--- config.mk ---
export PLATFORM = sky130hd
export DESIGN_NAME = dlfloat_to_fp32_decoder
export DESIGN_NICKNAME = d
export VERILOG_FILES = /design/src/rtl/dlfloat_to_fp32_decoder.sv
export SDC_FILE = /design/constraint.sdc
export NUM_CORES = 1
export LEC_CHECK = 0
export ABC_AREA = 1
export CAP_MARGIN = 20
export CORE_AREA = 5 5 114 116
export CTS_CLUSTER_SIZE = 30
export DETAILED_ROUTE_END_ITERATION = 6
export DIE_AREA = 0 0 119 121
export PLACE_DENSITY = 0.66
export SYNTH_ARGS = -nofsm -noshare
export SYNTH_HDL_FRONTEND = slang
export SYNTH_SLANG_ARGS = --single-unit
--- constraint.sdc ---
create_clock -name clk -period 1.3 [get_ports clk]
set_input_delay 0.26 -clock clk [delete_from_list [all_inputs] [get_ports clk]]
set_output_delay 0.26 -clock clk [all_outputs]
set_load 0.05 [all_outputs]
--- src/rtl/dlfloat_to_fp32_decoder.sv ---
// DLFloat16 (1|6 bias 31|9) to IEEE-754 fp32 streaming decoder.
// Two-stage valid/ready pipeline with saturating per-class delivery counters.
module dlfloat_to_fp32_decoder #(
  parameter int          CNT_W    = 16,
  parameter logic [31:0] NAN_FP32 = 32'h7FC00000
) (
  input  logic             clk,
  input  logic             rst,
  input  logic             in_valid,
  output logic             in_ready,
  input  logic [15:0]      in_data,
  output logic             out_valid,
  input  logic             out_ready,
  output logic [31:0]      out_data,
  output logic [1:0]       out_class,
  input  logic             clr_cnt,
  output logic [CNT_W-1:0] cnt_zero,
  output logic [CNT_W-1:0] cnt_sub,
  output logic [CNT_W-1:0] cnt_nan
);

  localparam logic [1:0]       CLS_NORM = 2'b00;
  localparam logic [1:0]       CLS_ZERO = 2'b01;
  localparam logic [1:0]       CLS_SUB  = 2'b10;
  localparam logic [1:0]       CLS_NAN  = 2'b11;
  localparam logic [CNT_W-1:0] CNT_MAX  = {CNT_W{1'b1}};
  localparam logic [CNT_W-1:0] CNT_ONE  = {{(CNT_W-1){1'b0}}, 1'b1};

  logic        s1_valid;
  logic [15:0] s1_data;
  logic [1:0]  s1_class;
  logic        s2_valid;
  logic [31:0] s2_data;
  logic [1:0]  s2_class;
  logic        s1_adv;
  logic        s2_adv;
  logic        xfer;
  logic [1:0]  in_class;
  logic [31:0] s1_fp32;

  // Handshake: a word moves on any edge where valid & ready are both high;
  // a stage may load when it is empty or its contents move on the same edge.
  assign s2_adv    = !s2_valid || out_ready;
  assign s1_adv    = !s1_valid || s2_adv;
  assign in_ready  = s1_adv || rst;
  assign out_valid = s2_valid;
  assign out_data  = s2_data;
  assign out_class = s2_class;
  assign xfer      = s2_valid && out_ready;

  always_comb begin
    in_class = CLS_NORM;
    if (in_data[14:9] == 6'd63)
      in_class = CLS_NAN;
    else if (in_data[14:9] == 6'd0)
      in_class = (in_data[8:0] == 9'd0) ? CLS_ZERO : CLS_SUB;
  end

  // Rebias 31 -> 127; the 9-bit fraction maps exactly onto the top of fp32's 23.
  always_comb begin
    s1_fp32 = {s1_data[15], 31'b0};
    case (s1_class)
      CLS_NORM: s1_fp32 = {s1_data[15], {2'b00, s1_data[14:9]} + 8'd96, s1_data[8:0], 14'b0};
      CLS_NAN:  s1_fp32 = NAN_FP32;
      default:  s1_fp32 = {s1_data[15], 31'b0};
    endcase
  end

  always_ff @(posedge clk) begin
    if (rst) begin
      s1_valid <= 1'b0;
      s1_data  <= 16'd0;
      s1_class <= CLS_NORM;
      s2_valid <= 1'b0;
      s2_data  <= 32'd0;
      s2_class <= CLS_NORM;
    end else begin
      if (s1_adv) begin
        s1_valid <= in_valid;
        if (in_valid) begin
          s1_data  <= in_data;
          s1_class <= in_class;
        end
      end
      if (s2_adv) begin
        s2_valid <= s1_valid;
        if (s1_valid) begin
          s2_data  <= s1_fp32;
          s2_class <= s1_class;
        end
      end
    end
  end

  always_ff @(posedge clk) begin
    if (rst || clr_cnt) begin
      cnt_zero <= '0;
      cnt_sub  <= '0;
      cnt_nan  <= '0;
    end else if (xfer) begin
      case (s2_class)
        CLS_ZERO: if (cnt_zero != CNT_MAX) cnt_zero <= cnt_zero + CNT_ONE;
        CLS_SUB:  if (cnt_sub != CNT_MAX) cnt_sub <= cnt_sub + CNT_ONE;
        CLS_NAN:  if (cnt_nan != CNT_MAX) cnt_nan <= cnt_nan + CNT_ONE;
        default: ;
      endcase
    end
  end

endmodule

* Word-level counts from Yosys, hierarchy flattened
Index checks and enable logic that the tools add are counted.
** Storage, ports and cells
- Register bits :: 102
- Bits in latches :: 0
- Bits in writable memories :: 0
- ROM bits :: 0
- Input bits :: 21
- Output and inout bits :: 84
- Word-level logic and storage cells :: 40
- Memories :: 0
** Operators by class
- Add/subtract/negate cells :: 4
- Multiply operators :: 0
- Divide/modulo/power cells :: 0
- $lt $le $gt $ge :: 0
- Equal/unequal tests :: 8
- Shift-type cells :: 0
- Mux-type cells :: 4
- Bitwise logic cells :: 0
- Reduce and logical (&&, ||, !) cells :: 15
** Operators with widths (number)
- $pmux 32 s2 :: 1
- $add 16x1->16 const B :: 3
- $ne 16x16->1 const B :: 3
- $logic_not 9->1 :: 1
- $reduce_and 3->1 :: 3
- $add 6x7->8 const B :: 1
- $eq 2x2->1 const B :: 3
- $eq 6x6->1 const B :: 1
- $logic_not 6->1 :: 1
- $mux 2 :: 3
- $logic_or 1x1->1 :: 4
- $reduce_and 2->1 :: 2
- $eq 2x1->1 const B :: 1
- $logic_not 1->1 :: 2
- $logic_not 2->1 :: 1
- $logic_and 1x1->1 :: 1

* Depth between registers and ports, before layout
Gate-level depths: netlist of the first run.
- Word-level depth :: 4
- Mapped depth :: 11
- Gate-level depth less buffers :: 10

* Worst setup path after synthesis of the first run
No wires, ideal clock.
- Kind :: reg-to-reg
- Start point :: register cnt_zero[0]
- End point :: register cnt_zero[13]
- Library setup time :: 0.117 ns
- Arrival :: 1.732 ns
- Data required time :: 1.183 ns
- Slack :: -0.549 ns
- Cell stages (with the launch flop) :: 10
- Path buffers :: 1
- Clock period less this slack :: 1.849 ns
- Path through :: dfxtp_1 -> ha_1 -> nand3_1 -> inv_2 -> nand2_2 -> nor2_4 -> nand2_4 -> buf_6 -> a21oi_1 -> nor2_1
** On the way
- Word-level cells in the longest chain between the ends :: 2
- Elaborated cells between the ends (all ways) :: 3
- Those cells by class :: 1 x add/sub; 1 x eq/ne; 1 x reduce/logical
** RTL lines
- start, declared :: RTL line 17 : output logic [CNT_W-1:0] cnt_zero,
- start signal, assigned :: RTL line 102 : CLS_ZERO: if (cnt_zero != CNT_MAX) cnt_zero <= cnt_zero + CNT_ONE;
- branches (longest 2 deep; another with $add 16x1->16)
Parallel ways; which one is timed is not known.
A chain may end at the register's enable or synchronous reset.

* Worst setup path in the final report of the first run
- Start point :: register cnt_sub[1]
- End point :: register cnt_sub[8]
** On the way
- Word-level cells in the longest chain between the ends :: 2
- Elaborated cells between the ends (all ways) :: 3
- Those cells by class :: 1 x add/sub; 1 x eq/ne; 1 x reduce/logical
** RTL lines
- start, declared :: RTL line 18 : output logic [CNT_W-1:0] cnt_sub,
- start signal, assigned :: RTL line 103 : CLS_SUB: if (cnt_sub != CNT_MAX) cnt_sub <= cnt_sub + CNT_ONE;
- branches (longest 2 deep; another with $add 16x1->16)
Parallel ways; which one is timed is not known.

==> results of run 1 <==
==> routing by layer <==
layer | wire [um] | up-vias | part of all wire | global-route usage
li1 | - | 2613 | - | -
met3 | 908 | 46 | 0.058 | 0.0354
met1 | 6160 | 2509 | 0.39 | 0.225
met5 | 0 | - | 0 | 0
met2 | 8250 | 203 | 0.52 | 0.348
met4 | 463 | 0 | 0.029 | 0.0695
==> cell families after synthesis <==
logic type / after synthesis
compound gates: 84
flops: 87
buf+inv: 133
fa+ha+maj: 5
xor+xnor: 2
simple gates: 402
other cells: 1
==> layout make-up <==
class	count	area, sq um	share of cell area
multi-input cells	508	3040	0.357
repair buffers	214	2750	0.323
flip-flops and latches	87	1880	0.221
inverters	98	375	0.0441
clock buffers	10	239	0.0281
well taps	147	184	0.0216
clock inverters	6	43.8	0.00514
==> timing repair <==
item                                    CTS  global route
gates cloned                              4             3
endpoints found under the setup margin   65            85
pin swaps                                16            40
buffers inserted                          7             6
gates resized for setup                  64           131
==> sequential cells by signal, indices dropped and copies added (netlist names) <==
| register | flops |
|---|---|
| cnt_sub | 16 |
| s1_data | 16 |
| out_class | 2 |
| s1_valid | 1 |
| cnt_nan | 16 |
| out_data | 17 |
| cnt_zero | 16 |
| s1_class | 2 |
| out_valid | 1 |
==> cells in the final DEF (no fill, tap or decap), types with 8 or more instances in the layout <==
| cell type | netlist | final |
|---|---|---|
| conb_1 | 1 | 14 |
| inv_1 | 95 | 85 |
| a21oi_1 | 46 | 20 |
| inv_2 | 3 | 10 |
| buf_6 | 9 | 21 |
| nor2_2 | 8 | 28 |
| clkbuf_16 | 0 | 11 |
| buf_4 | 15 | 93 |
| dfxtp_1 | 87 | 34 |
| nand3_2 | 2 | 33 |
| nor2_4 | 1 | 18 |
| nand2_1 | 172 | 136 |
| o21ai_0 | 29 | 17 |
| nand2_4 | 1 | 8 |
| clkdlybuf4s50_1 | 0 | 18 |
| nor2_1 | 139 | 102 |
| buf_12 | 0 | 74 |
| dfxtp_2 | 0 | 24 |
| nand3_1 | 59 | 21 |
| nand2_2 | 6 | 35 |
| a21oi_2 | 1 | 23 |
| dfxtp_4 | 0 | 29 |
| o21ai_1 | 0 | 10 |
==> metrics by stage <==
step	setup TNS, ns	instances	hold WS, ns	instance area, sq um	utilization
finish	-5.59	1070	0.437	8510	0.721
global route	-9.19	1070	0.449	8510	0.721
CTS	-4.27	1062	0.445	7980	0.675
detailed placement	-31.39	1035	0.449	7360	0.623
global placement	-25.64	1035	0.439	7360	0.623
floorplan	-4.33	727	0.408	4970	-
==> where the power goes <==
group          total, mW  internal (mW)  switching (mW)
clock network       2.46           1.36            1.10
logic              0.861          0.358           0.502
registers           2.72           2.67          0.0495
total               6.04           4.39            1.65
==> worst max path at each step <==
stage	to	start	slack (ns)	cells past startpoint
3_5_place_dp	cnt_zero[15]$_SDFFE_PP0P_	out_ready	-0.53	9
4_1_cts	cnt_sub[3]$_SDFFE_PP0P_	cnt_sub[1]$_SDFFE_PP0P_	-0.12	11
3_3_place_gp	cnt_zero[14]$_SDFFE_PP0P_	out_ready	-0.42	9
2_1_floorplan	cnt_zero[13]$_SDFFE_PP0P_	cnt_zero[1]$_SDFFE_PP0P_	-0.16	9
6_report	cnt_sub[8]$_SDFFE_PP0P_	cnt_sub[1]$_SDFFE_PP0P_	-0.19	9
5_1_grt	cnt_sub[8]$_SDFFE_PP0P_	out_class[1]$_SDFFE_PP0P_	-0.29	8
==> critical path, cell delays in order (launching register included) <==
cell and delay, ns:
dfxtp_4 0.36, ha_4 0.13, inv_4 0.04, nor2_2 0.20, nand2_1 0.14, nor2_1 0.25
nand2_2 0.11, nand2_1 0.08, inv_1 0.04, nor2_1 0.08
==> out/qor.yml, run 1 <==
global_routing:
  grt_pass1_wl_um: 23000
  grt_use_total: 0.192
  antenna_found_initial: 0
  grt_max_degree: 32
  grt_pass1_vias: 5101
  gr-total-overflow: 0
clock_network:
  cts.sinks: 87
  numCtsBuffers: 9
  cts_hold_repair.buffers: 0
  cts-root-buf: "clkbuf_16"
  clock_latency_ns: 0.34
  clk_pin_slew_ns: 0.07
  cts.path.max_buffers: 2
  cts_tree: "yes"
  htree_levels: 3
placed_design:
  port-buffer-count: 90
  gp_congestion: 0.915
  dp_hpwl_um: 10300
  pre_cts_ws_ns: -0.535
critical_path:
  r2r_slack_ns: -0.19
  cp_max_fo: 3
  r2r-start: "cnt_sub[1]$_SDFFE_PP0P_"
  r2r-end: "cnt_sub[8]$_SDFFE_PP0P_"
  endpoint_kind: "flop"
  arrival_ns: 1.76
  critPathLaunchType: "flop"
  critPathKind: "flop to flop"
  critPathRequiredTime_ns: 1.57
  rr_worst_depth: 9
floorplan:
  initial_core_util: 0.388
  die_w_um: 119
  dieArea_sq_um: 14400
  io_pins: 105
  die_h_um: 121
  core_area_sq_um: 11800
  rows: 40
logic_synthesis:
  synth_xor_area_frac: 0.00382
  synth_top_family_by_area: "simple AND/OR/NAND/NOR gates"
  syn_inst: 714
  synth_area_leaders: "dfxtp_1 (38%), nand2_1 (14%), nor2_1 (11%), inv_1 (7.8%), nand3_1 (6.4%)"
  synth_cell_type_count: 30
  yosysTopAreaCellShare: 0.380
  synth_fa_ha_area_frac: 0.0137
  netlist_area_sq_um: 4580
  async_flop_share: 0
  synth_top_area_cell: "dfxtp_1"
  synth-seq-area-share: 0.380
  netlist_top_cells_count: "nand2_1 (172), nor2_1 (139), inv_1 (95)"
  synth_most_common_cell: "nand2_1"
  synth-seq-cells: 87
  synth_compound_area_frac: 0.0966
  yosys.area_share.simple: 0.368
  synth_edf_count: 0
  synth_mux_area_frac: 0
  synth_ff_type: "dfxtp_1"
  yosys_warnings: 0
  syn-mean-instance-area_sq_um: 6.42
hold_path:
  hold_path_class: "primary input to flop"
  hold_path_startpoint: "out_ready"
  min_to: "s1_valid$_SDFFE_PP0P_"
  holdPathStages: 4
sta:
  slew_viol_final: 0
  fin_crit_ns: 1.49
  period_share: 1.15
  max_freq_mhz: 671
  rsz0062_at_grt: "true"
  fin_ws_ns: -0.190
  final-hold-violation-count: 0
  clock_skew_ns: 0.00825
  setup_violations: 49
final_layout:
  antenna_cells: 0
  area_delta_synth_final_pct: 85.8
  nNetsFinal: 944
  drive_gt1_frac: 0.482
  filler_cell_count: 831
routing:
  ant_nets: 0
  route.vias.total: 5371
  drt_iter0_drc: 282
  drt_first_pass_iters: 7
  wl_um: 15800
  wl_per_cell_um: 14.7
  drcViolationCount: 0
  viasPerCell: 5.02
outcome:
  violations: "setup timing"
  status: "finished with violations"
job:
  cap_viol_max_count: 0
power:
  p_per_area_nw_per_um2: 710
  leakage_nw: 3.46
  irDropWorstVdd_uv: 522
  finalPower_mw: 6.04
Note: power is estimated with default switching activity, not from simulation.
==> inputs of run 2 (changes only) <==
Settings changed: CORE_AREA 5 5 114 116 to 5 5 121 123, DIE_AREA 0 0 119 121 to 0 0 126 128, PLACE_DENSITY 0.66 to 0.6.
==> run 2 against run 1 <==
Design area fell by 0.50%. Sequential share of layout area rose by 0.081 points. Critical path depth rose by 2. The flow still finishes with violations (setup timing). Largest power group unchanged. Non-clock buffer count rose by 10. Largest cell class unchanged. Highest routed layer unchanged.
==> out/qor.yml, run 2 (synthesis gave the netlist of run 1 again) <==
outcome:
  status: "finished with violations"
  violations: "setup timing"
final_layout:
  largest_register_ffs: 17  # unchanged
  area_delta_synth_final_pct: 84.8
  antenna_cells: 0  # unchanged
  fin_util: 0.625  # -0.0960
  filler_cell_count: 1141  # +37%
  nNetsFinal: 953  # +0.95%
  drive_gt1_frac: 0.460  # -0.0218
  mostFrequentLayoutCell: "nand2_1"
  final_cell_mix: "nand2_1 (144), nor2_1 (113), buf_4 (108)"
clock_network:
  cts.sinks: 87  # unchanged
  cts_tree: "yes"
  clk_pin_slew_ns: 0.07  # about the same
  clock_latency_ns: 0.35  # about the same
  cts.path.max_buffers: 2  # unchanged
  cts-root-buf: "clkbuf_16"
  numCtsBuffers: 9  # unchanged
  htree_levels: 3  # unchanged
placed_design:
  pre_cts_ws_ns: -0.464  # +0.0713 ns
  dp_hpwl_um: 10200  # -1.3%
  gp_congestion: 0.874  # -4.6%
  port-buffer-count: 90  # unchanged
sta:
  setup_violations: 53  # +8.2%
  rsz0062_at_grt: "true"
  fin_ws_ns: -0.158  # +0.0316 ns
  clock_skew_ns: 0.00911  # +0.000859 ns
  final-hold-violation-count: 0  # unchanged
  fin_crit_ns: 1.46  # -0.0316 ns
  max_freq_mhz: 686  # +2.2%
  period_share: 1.12  # -0.0243
  slew_viol_final: 0  # unchanged
floorplan:
  initial_core_util: 0.338  # -0.0500
  rows: 43  # +7.5%
  core_area_sq_um: 13600  # +15%
  io_pins: 105  # unchanged
  die_w_um: 126  # +5.9%
  dieArea_sq_um: 16100  # +12%
  die_h_um: 128  # +5.8%
global_routing:
  grt_pass1_wl_um: 22900  # -0.51%
  gr-total-overflow: 0  # unchanged
  grt_pass1_vias: 5010  # -1.8%
  grt_max_degree: 25  # -22%
  grt_use_total: 0.170  # -0.0218
  antenna_found_initial: 0  # unchanged
critical_path:
  critPathKind: "flop to flop"
  arrival_ns: 1.74  # -0.02 ns
  critPathLaunchType: "flop"
  critPathRequiredTime_ns: 1.58  # about the same
  endpoint_kind: "flop"
  cp_max_fo: 6  # +3
power:
  p_int_mw: 4.53  # +3.1%
  clkPwrFrac: 0.425  # +0.018
  leakage_nw: 3.45  # -0.36%
  switching_share: 0.271  # -0.00249
  combPwrFrac: 0.137  # -0.005
  power.switching_mw: 1.69  # +1.8%
  irDropWorstVdd_uv: 600  # +15%
  p_per_area_nw_per_um2: 733  # +3.3%
  seqPwrFrac: 0.438  # -0.012
job:
  cap_viol_max_count: 0  # unchanged
routing:
  route.vias.total: 5241  # -2.4%
  wl_um: 14300  # -9.1%
  drcViolationCount: 0  # unchanged
  ant_nets: 0  # unchanged
  viasPerCell: 4.71  # -6.1%
  drt_first_pass_iters: 5  # -2
  wl_per_cell_um: 12.9  # -13%
  drt_iter0_drc: 237  # -16%
hold_path:
  hold_path_class: "flop to flop"
==> run 2: cell type report <==
cell class | count | area (sq um) | share of cell area
Clock buffer | 9 | 225 | 0.0266
Clock inverter | 7 | 71.3 | 0.00842
Inverter | 98 | 379 | 0.0447
Multi-Input combinational cell | 507 | 2860 | 0.338
Sequential cell | 87 | 1880 | 0.222
Tap cell | 180 | 225 | 0.0266
Timing Repair Buffer | 224 | 2830 | 0.334
==> run 2: repair_timing <==
item / 4_1_cts / 5_1_grt
setup buffers: 9 / 10
cloned: 2 / 4
endpoints found under the hold margin: 0 / 0
setup endpoints to repair: 72 / 87
pin swaps: 14 / 35
resized for setup: 51 / 85
hold buffers: 0 / 0
==> run 2: power by group through the flow <==
stage          logic (mW)  clock network (mW)  registers (mW)
2_1_floorplan       0.385                   0            2.85
3_3_place_gp        0.729                   0            2.78
3_5_place_dp        0.740                   0            2.78
4_1_cts             0.786                2.69            2.72
5_1_grt             0.917                2.78            2.73
6_report            0.850                2.64            2.72
==> run 2: layer usage <==
metal / part of all wire / up-vias / GRT usage
li1: - / 2628 / -
met1: 0.41 / 2452 / 0.199
met2: 0.52 / 133 / 0.299
met3: 0.047 / 28 / 0.0388
met4: 0.023 / 0 / 0.0744
met5: 0 / - / 0
==> run 2: path summary, 6_finish.rpt <==
path	slack (ns)	depth (start not counted)	end	start
worst max-delay path	-0.16	11	cnt_nan[2]$_SDFFE_PP0P_	cnt_nan[1]$_SDFFE_PP0P_
worst min-delay path	0.45	2	s1_data[10]$_SDFFE_PP0P_	s1_data[10]$_SDFFE_PP0P_
worst max register to register	-0.16	11	cnt_nan[2]$_SDFFE_PP0P_	cnt_nan[1]$_SDFFE_PP0P_
worst min register to register	0.45	2	s1_data[10]$_SDFFE_PP0P_	s1_data[10]$_SDFFE_PP0P_
==> run 2: metrics by stage <==
step | std cells | power [mW] | TNS, ns | hold slack, ns | cell area, sq um
after floorplan | 727 | 3.23 | -4.33 | 0.408 | 4970
after global placement | 1071 | 3.50 | -29.98 | 0.442 | 7420
after detailed placement | 1071 | 3.52 | -32.37 | 0.445 | 7420
after global routing | 1112 | 6.42 | -9.23 | 0.466 | 8470
final | 1112 | 6.21 | -5.24 | 0.455 | 8470
after CTS | 1098 | 6.20 | -3.70 | 0.414 | 8020
==> run 2: worst max-delay path, stage by stage, from the launching register on <==
cell and delay, ns:
dfxtp_4 0.35, ha_4 0.17, inv_4 0.06, nor2_4 0.04, nand2_2 0.08, nor2_4 0.04
nor2_4 0.23, clkbuf_16 0.21, nand2_1 0.05, nand2_1 0.06, inv_1 0.04, nor2_1 0.07
